[src/rtl/uart_rx_fifo.sv]
// uart_rx_fifo: receive-side byte buffer behind the UART receiver.
// Each rx_data_valid strobe writes one byte into a circular register FIFO.
// The host reads through a first-word-fall-through valid/ready port.
// A dropped byte sets a sticky overflow flag, so loss is never silent.
// Optional feature: define UART_RXF_ALMOST_FULL_EN to add a registered
// almost_full output, asserted while count >= AF_THRESH.
module uart_rx_fifo #(
  parameter int DATA_W     = 8,
  parameter int DEPTH_LOG2 = 4,
  parameter int AF_THRESH  = 12
) (
  input  logic                  clk,
  input  logic                  rst_n,
  input  logic [DATA_W-1:0]     rx_data,
  input  logic                  rx_data_valid,
  output logic [DATA_W-1:0]     rd_data,
  output logic                  rd_valid,
  input  logic                  rd_ready,
  output logic [DEPTH_LOG2:0]   count,
  output logic                  full,
  output logic                  overflow,
  input  logic                  overflow_clr
`ifdef UART_RXF_ALMOST_FULL_EN
  ,
  output logic                  almost_full
`endif
);

  localparam int                  DEPTH   = 1 << DEPTH_LOG2;
  localparam int                  CNT_W   = DEPTH_LOG2 + 1;
  localparam logic [CNT_W-1:0]    DEPTH_C = CNT_W'(DEPTH);

  logic [DATA_W-1:0]     mem_q [DEPTH];
  logic [DEPTH_LOG2-1:0] wr_ptr_q, wr_ptr_d;
  logic [DEPTH_LOG2-1:0] rd_ptr_q, rd_ptr_d;
  logic [CNT_W-1:0]      count_q, count_d;
  logic                  overflow_q, overflow_d;
  logic                  pop, push_ok, drop;

  // Status decodes come only from registered count, never from inputs.
  assign rd_valid = (count_q != '0);
  assign full     = (count_q == DEPTH_C);
  assign count    = count_q;
  assign overflow = overflow_q;
  // Head entry is read combinationally (FWFT); zeroed while empty.
  assign rd_data  = rd_valid ? mem_q[rd_ptr_q] : '0;

  // A pop in the same cycle frees a slot, so a full FIFO still accepts.
  assign pop     = rd_valid & rd_ready;
  assign push_ok = rx_data_valid & (~full | pop);
  assign drop    = rx_data_valid & full & ~pop;

  // Next-state for pointers, occupancy and the sticky overflow flag.
  always_comb begin
    wr_ptr_d   = wr_ptr_q;
    rd_ptr_d   = rd_ptr_q;
    count_d    = count_q;
    overflow_d = overflow_q;
    if (push_ok) wr_ptr_d = wr_ptr_q + 1'b1;
    if (pop)     rd_ptr_d = rd_ptr_q + 1'b1;
    case ({push_ok, pop})
      2'b10:   count_d = count_q + 1'b1;
      2'b01:   count_d = count_q - 1'b1;
      default: count_d = count_q;
    endcase
    // Drop wins over clear so a loss in the clear cycle is not hidden.
    if (drop)              overflow_d = 1'b1;
    else if (overflow_clr) overflow_d = 1'b0;
  end

  // Control state; async reset discards all contents immediately.
  always_ff @(posedge clk or negedge rst_n) begin
    if (!rst_n) begin
      wr_ptr_q   <= '0;
      rd_ptr_q   <= '0;
      count_q    <= '0;
      overflow_q <= 1'b0;
    end else begin
      wr_ptr_q   <= wr_ptr_d;
      rd_ptr_q   <= rd_ptr_d;
      count_q    <= count_d;
      overflow_q <= overflow_d;
    end
  end

  // Storage array carries no reset; validity is tracked by count alone.
  always_ff @(posedge clk) begin
    if (push_ok) mem_q[wr_ptr_q] <= rx_data;
  end

`ifdef UART_RXF_ALMOST_FULL_EN
  localparam logic [CNT_W-1:0] AF_C = CNT_W'(AF_THRESH);
  logic almost_full_q;

  // Registered threshold flag, updated on the same edge as count.
  always_ff @(posedge clk or negedge rst_n) begin
    if (!rst_n) almost_full_q <= 1'b0;
    else        almost_full_q <= (count_d >= AF_C);
  end

  assign almost_full = almost_full_q;
`else
  // Threshold only matters when the almost-full output is built.
  logic unused_af_thresh;
  assign unused_af_thresh = (AF_THRESH != 0);
`endif

endmodule

[config.mk]
export PLATFORM = sky130hd
export DESIGN_NAME = uart_rx_fifo
export DESIGN_NICKNAME = d
export VERILOG_FILES = /design/src/rtl/uart_rx_fifo.sv
export SDC_FILE = /design/constraint.sdc
export NUM_CORES = 1
export LEC_CHECK = 0
export CAP_MARGIN = 30
export CORE_ASPECT_RATIO = 0.7
export CORE_UTILIZATION = 35
export DETAILED_ROUTE_END_ITERATION = 6
export MAX_ROUTING_LAYER = met4
export PLACE_DENSITY = 0.61
export SYNTH_ARGS = -nofsm -noshare
export SYNTH_HDL_FRONTEND = slang
export SYNTH_SLANG_ARGS = --single-unit
[constraint.sdc]
create_clock -name clk -period 5.4 [get_ports clk]
set_input_delay 1.08 -clock clk [delete_from_list [all_inputs] [get_ports clk]]
set_output_delay 1.08 -clock clk [all_outputs]
set_load 0.03 [all_outputs]
==> Word-level counts from Yosys, hierarchy flattened <==
Memory sizes are Yosys's and may differ from the RTL's.
Index checks and enable logic that the tools add are counted.
{ "totals": {"regBits": 14, "mem_bits_rw": 128, "in_bits": 13, "output_inout_bits": 16, "memories": 1} }
{ "mem_list": {"columns": ["name", "depth", "width", "rd", "rd_ports_with_merged_regs", "wr", "line", "rtl"], "rows": [
  ["mem_q", 16, 8, 1, 0, 1, "33", "logic [DATA_W-1:0] mem_q [DEPTH];"]
]} }
{ "classes": {"addsub": 4, "eq_ne": 3, "n_mux": 6, "bitwise": 7, "reduce_logical": 3} }
{ "op_table": {"columns": ["op", "n"], "rows": [
  ["$pmux 5 s2", 1],
  ["$add 4x1->4 const B", 2],
  ["$mux 8", 1],
  ["$add 5x1->5 const B", 1],
  ["$eq 5x5->1 const B", 1],
  ["$reduce_bool 5->1", 1],
  ["$sub 5x1->5 const B", 1],
  ["$and 1x1->1", 4],
  ["$mux 1", 4],
  ["$reduce_bool 2->1", 2],
  ["$eq 2x1->1 const B", 1],
  ["$eq 2x2->1 const B", 1],
  ["$not 1->1", 2],
  ["$or 1x1->1", 1]
]} }

==> Longest topological paths before layout <==
{ "depth": {"depth_word": 6, "ltp_mapped": 8, "mapped_depth_nobuf": 8} }

==> Least setup slack after synthesis <==
No wires, ideal clock.
{ "synth_timing": {"path_kind": "register -> output", "startpoint": "reg rd_ptr_q[0]", "endpoint": "out rd_data[0]", "arrival_time_ns": 1.801, "required_ns": 4.320, "path_slack_ns": 2.519, "path_stages_with_launch": 7, "cell_sequence": "dfrtp_1 -> buf_4 -> buf_2 -> buf_2 -> mux2_2 -> o21ai_0 -> a21oi_1"} }
{ "synth_between": {"elab_chain_cells": 2} }
{ "synth_lines": {"columns": ["element", "line", "rtl"], "rows": [
  ["start: declaration", "35", "logic [DEPTH_LOG2-1:0] rd_ptr_q, rd_ptr_d;"],
  ["start signal: assignment", "80", "rd_ptr_q <= rd_ptr_d;"],
  ["$mem_v2 16x8", null, null],
  ["$mux 8", "46", "assign rd_data = rd_valid ? mem_q[rd_ptr_q] : '0;"],
  ["end: declaration", "16", "output logic [DATA_W-1:0] rd_data,"]
]} }
No other way between the ends.

==> Final worst setup path <==
{ "layout_timing": {"startpoint": "reg rd_ptr_q[0]", "endpoint": "out rd_data[2]"} }
Same word-level chain as after synthesis.

==> results.yml <==
die:
  chipWidth_um: 157
  die_h_um: 111
  die_area_um2: 17400
  start_util_pct: 35.9
  core_um2: 16400
  rows: 39
  pin_count: 29
clocking:
  post_cts_buffers: 0
  clkTransAtPathRegs_ns: 0.06
  cts_hold_buf: 0
  numCtsBuffers: 17
  cts_tree: "done"
  cts.sinks: 142
  clk_latency_ns: 0.42
  cts_root_buf: "clkbuf_16"
  cts_resized: 0
  h-tree-depth: 4
  clock_path_buffers: 2
route:
  post_drt_wl_per_cell_um: 19.7
  dr.pass1.iters: 4
  via_per_inst: 4.96
  top_layer: "met4"
  route.detailed.drc: 0
  route.met3.wl_um: 691
  vias: 2904
  drt_iter0_drc: 146
  wl_met1_mm: 5.62
  ant_nets: 0
  wl_met2_mm: 5.12
  routed_wl_mm: 11.5
grt:
  gr-total-overflow: 0
  grt_util_all_layers_pct: 15.0
  grt_max_degree: 25
  antenna_found_initial: 0
  grt_pass1_wl_mm: 18.0
  grt_pass1_vias: 3014
synth:
  synth_cells: 307
  syn_area_per_cell_um2: 19.2
  syn-num-nets: 327
  synth_area_leaders: "edfxtp_1 (65%), mux4_2 (12%), dfrtp_1 (6.0%)"
  yosysMostFrequentCell: "edfxtp_1"
  synth_top_cell_by_area: "edfxtp_1"
  yosysWarnings: 0
  ys_types: 44
  ys.flop_type: "edfxtp_1"
  synth_area_um2: 5890
  synth_top_area_share_pct: 65.3
  synth_edf_count: 128
  yosysSeqAreaShare_pct: 71.2
  synth_common_cells: "edfxtp_1 (128), mux4_2 (32), dfrtp_1 (14)"
  ys_ff_latch: 142
  async_flop_share_pct: 9.86
placement:
  globalplace.congestion: 0.776
  io_buffers: 28
  dp.cells: 552
  dp.final_hpwl_mm: 7.43
setup_path:
  rr_startpoint: "count[1]"
  startpoint_type: "flip-flop"
  worstPathMaxFanout: 15
  worst-setup-path-type: "reg -> out"
  crit_start: "rd_ptr_q[0]"
  worstRegToRegCells: 8
  cp-end-kind: "output pin"
  worstPathRequired_ns: 4.32
  cp.arrival_ns: 3.17
  r2r_slack_ns: 2.84
timing:
  tns_ns: 0
  finalCritPeriodShare_pct: 78.7
  worstMarginPinSlew_ns: 0.961
  period_needed_ns: 4.25
  timing.fmax_mhz: 235
  holdWs_ns: 0.533
  rsz0062_at_grt: "false"
  hold_viol: 0
  relSlewSlack_pct: 35.7
  setup_viol: 0
  slew_viol_final: 0
  fin_skew_ns: 0.0142
cells_and_area:
  nets: 368
  syn2layout_area_growth_pct: 19.4
  multi_input_area_um2: 1590
  drive_gt1_share_pct: 26.3
  diodes: 0
  fillers: 1442
  final_cells: 586
  seq_area_um2: 4200
power:
  p_seq_share_pct: 39.4
  peakVddDrop_uv: 361
  pwr-share-clk_pct: 28.4
  power.density_nw_per_um2: 553
  switchingPower_mw: 1.32
  p_int_mw: 2.57
  swShare_pct: 33.9
  power_frac_comb_pct: 32.2
  p_leak_nw: 2.32
outcome:
  outcome: "complete, no violations"
min_path:
  holdPathStages: 2
  worst_hold_path_type: "reg -> reg"
  hp-start: "overflow"
job:
  drv_cap: 0
[routing by layer]
metal | up-vias | GRT usage [%]
li1 | 1322 | -
met1 | 1500 | 22.3
met2 | 75 | 20.2
met3 | 7 | 3.92
met4 | 0 | 3.88
met5 | - | -
[critical path, stage by stage (launching register included)]
cell and delay, ns:
dfrtp_1 0.83, buf_4 0.42, mux4_2 0.57, mux2i_1 0.20, a21oi_1 0.10, clkdlybuf4s50_1 0.62
[sequential cells by signal, summed over array words and instances, names as in the netlist]
| signal | flops |
|---|---|
| overflow | 1 |
| rd_ptr_q | 4 |
| count | 5 |
| wr_ptr_q | 4 |
| mem_q | 128 |
[stage by stage]
step / total power, mW / utilization, % / worst slack [ns] / area, um^2
floorplan: 2.40 / - / 2.52 / 5890
global placement: 2.78 / 39.2 / 1.46 / 6430
detailed placement: 2.82 / 39.3 / 1.52 / 6450
CTS: 3.93 / 42.8 / 1.07 / 7010
global route: 4.08 / 42.9 / 0.923 / 7030
finish: 3.89 / 42.9 / 1.15 / 7030
[final cells by class]
class                   instances  share of cell area (%)
clock buffers                  17                    6.05
repair buffers                 37                    5.13
well taps                     225                    4.00
multi-input cells             141                    22.6
clock inverters                15                    2.01
inverters                       9                   0.481
flip-flops and latches        142                    59.7
[cells by family (layout without fill, tap and decap cells)]
logic type / count (synthesis) / in the layout / synth area share, %
fa+ha+maj: 7 / 7 / 1.49
compound gates: 31 / 31 / 3.42
mux: 52 / 52 / 15.9
xor+xnor: 9 / 9 / 1.34
flops: 142 / 142 / 71.2
simple gates: 42 / 42 / 4.44
buf+inv: 24 / 78 / 2.15
[power by group through the flow]
stage | Sequential (mW) | Combinational [mW] | Clock (mW)
2_1_floorplan | 1.47 | 0.935 | 0
3_3_place_gp | 1.59 | 1.19 | 0
3_5_place_dp | 1.55 | 1.27 | 0
4_1_cts | 1.53 | 1.27 | 1.13
5_1_grt | 1.55 | 1.35 | 1.17
6_report | 1.53 | 1.25 | 1.10
[placed cells by master, fill, tap and decap left out, drive strengths merged, types with 3 or more instances in the layout]
master and count:
mux4 32, edfxtp 128, inv 20, dfrtp 14
nor4 5, nor2 8, and2 8, nand2b 3
clkdlybuf4s50 28, nand2 4, xnor2 6, o21ai 13
nand3 4, a21oi 10, mux2 10, buf 9
ha 7, mux2i 10, clkbuf 17, xor2 3
[final timing paths]
| check | to |
|---|---|
| worst min register to register | overflow |
| max in group asynchronous | rd_ptr_q[1] |
| worst min-delay path | overflow |
| worst max-delay path | rd_data[2] |
| worst max register to register | count[4] |
| min in group asynchronous | wr_ptr_q[1] |
(Power assumes the default switching activity.)
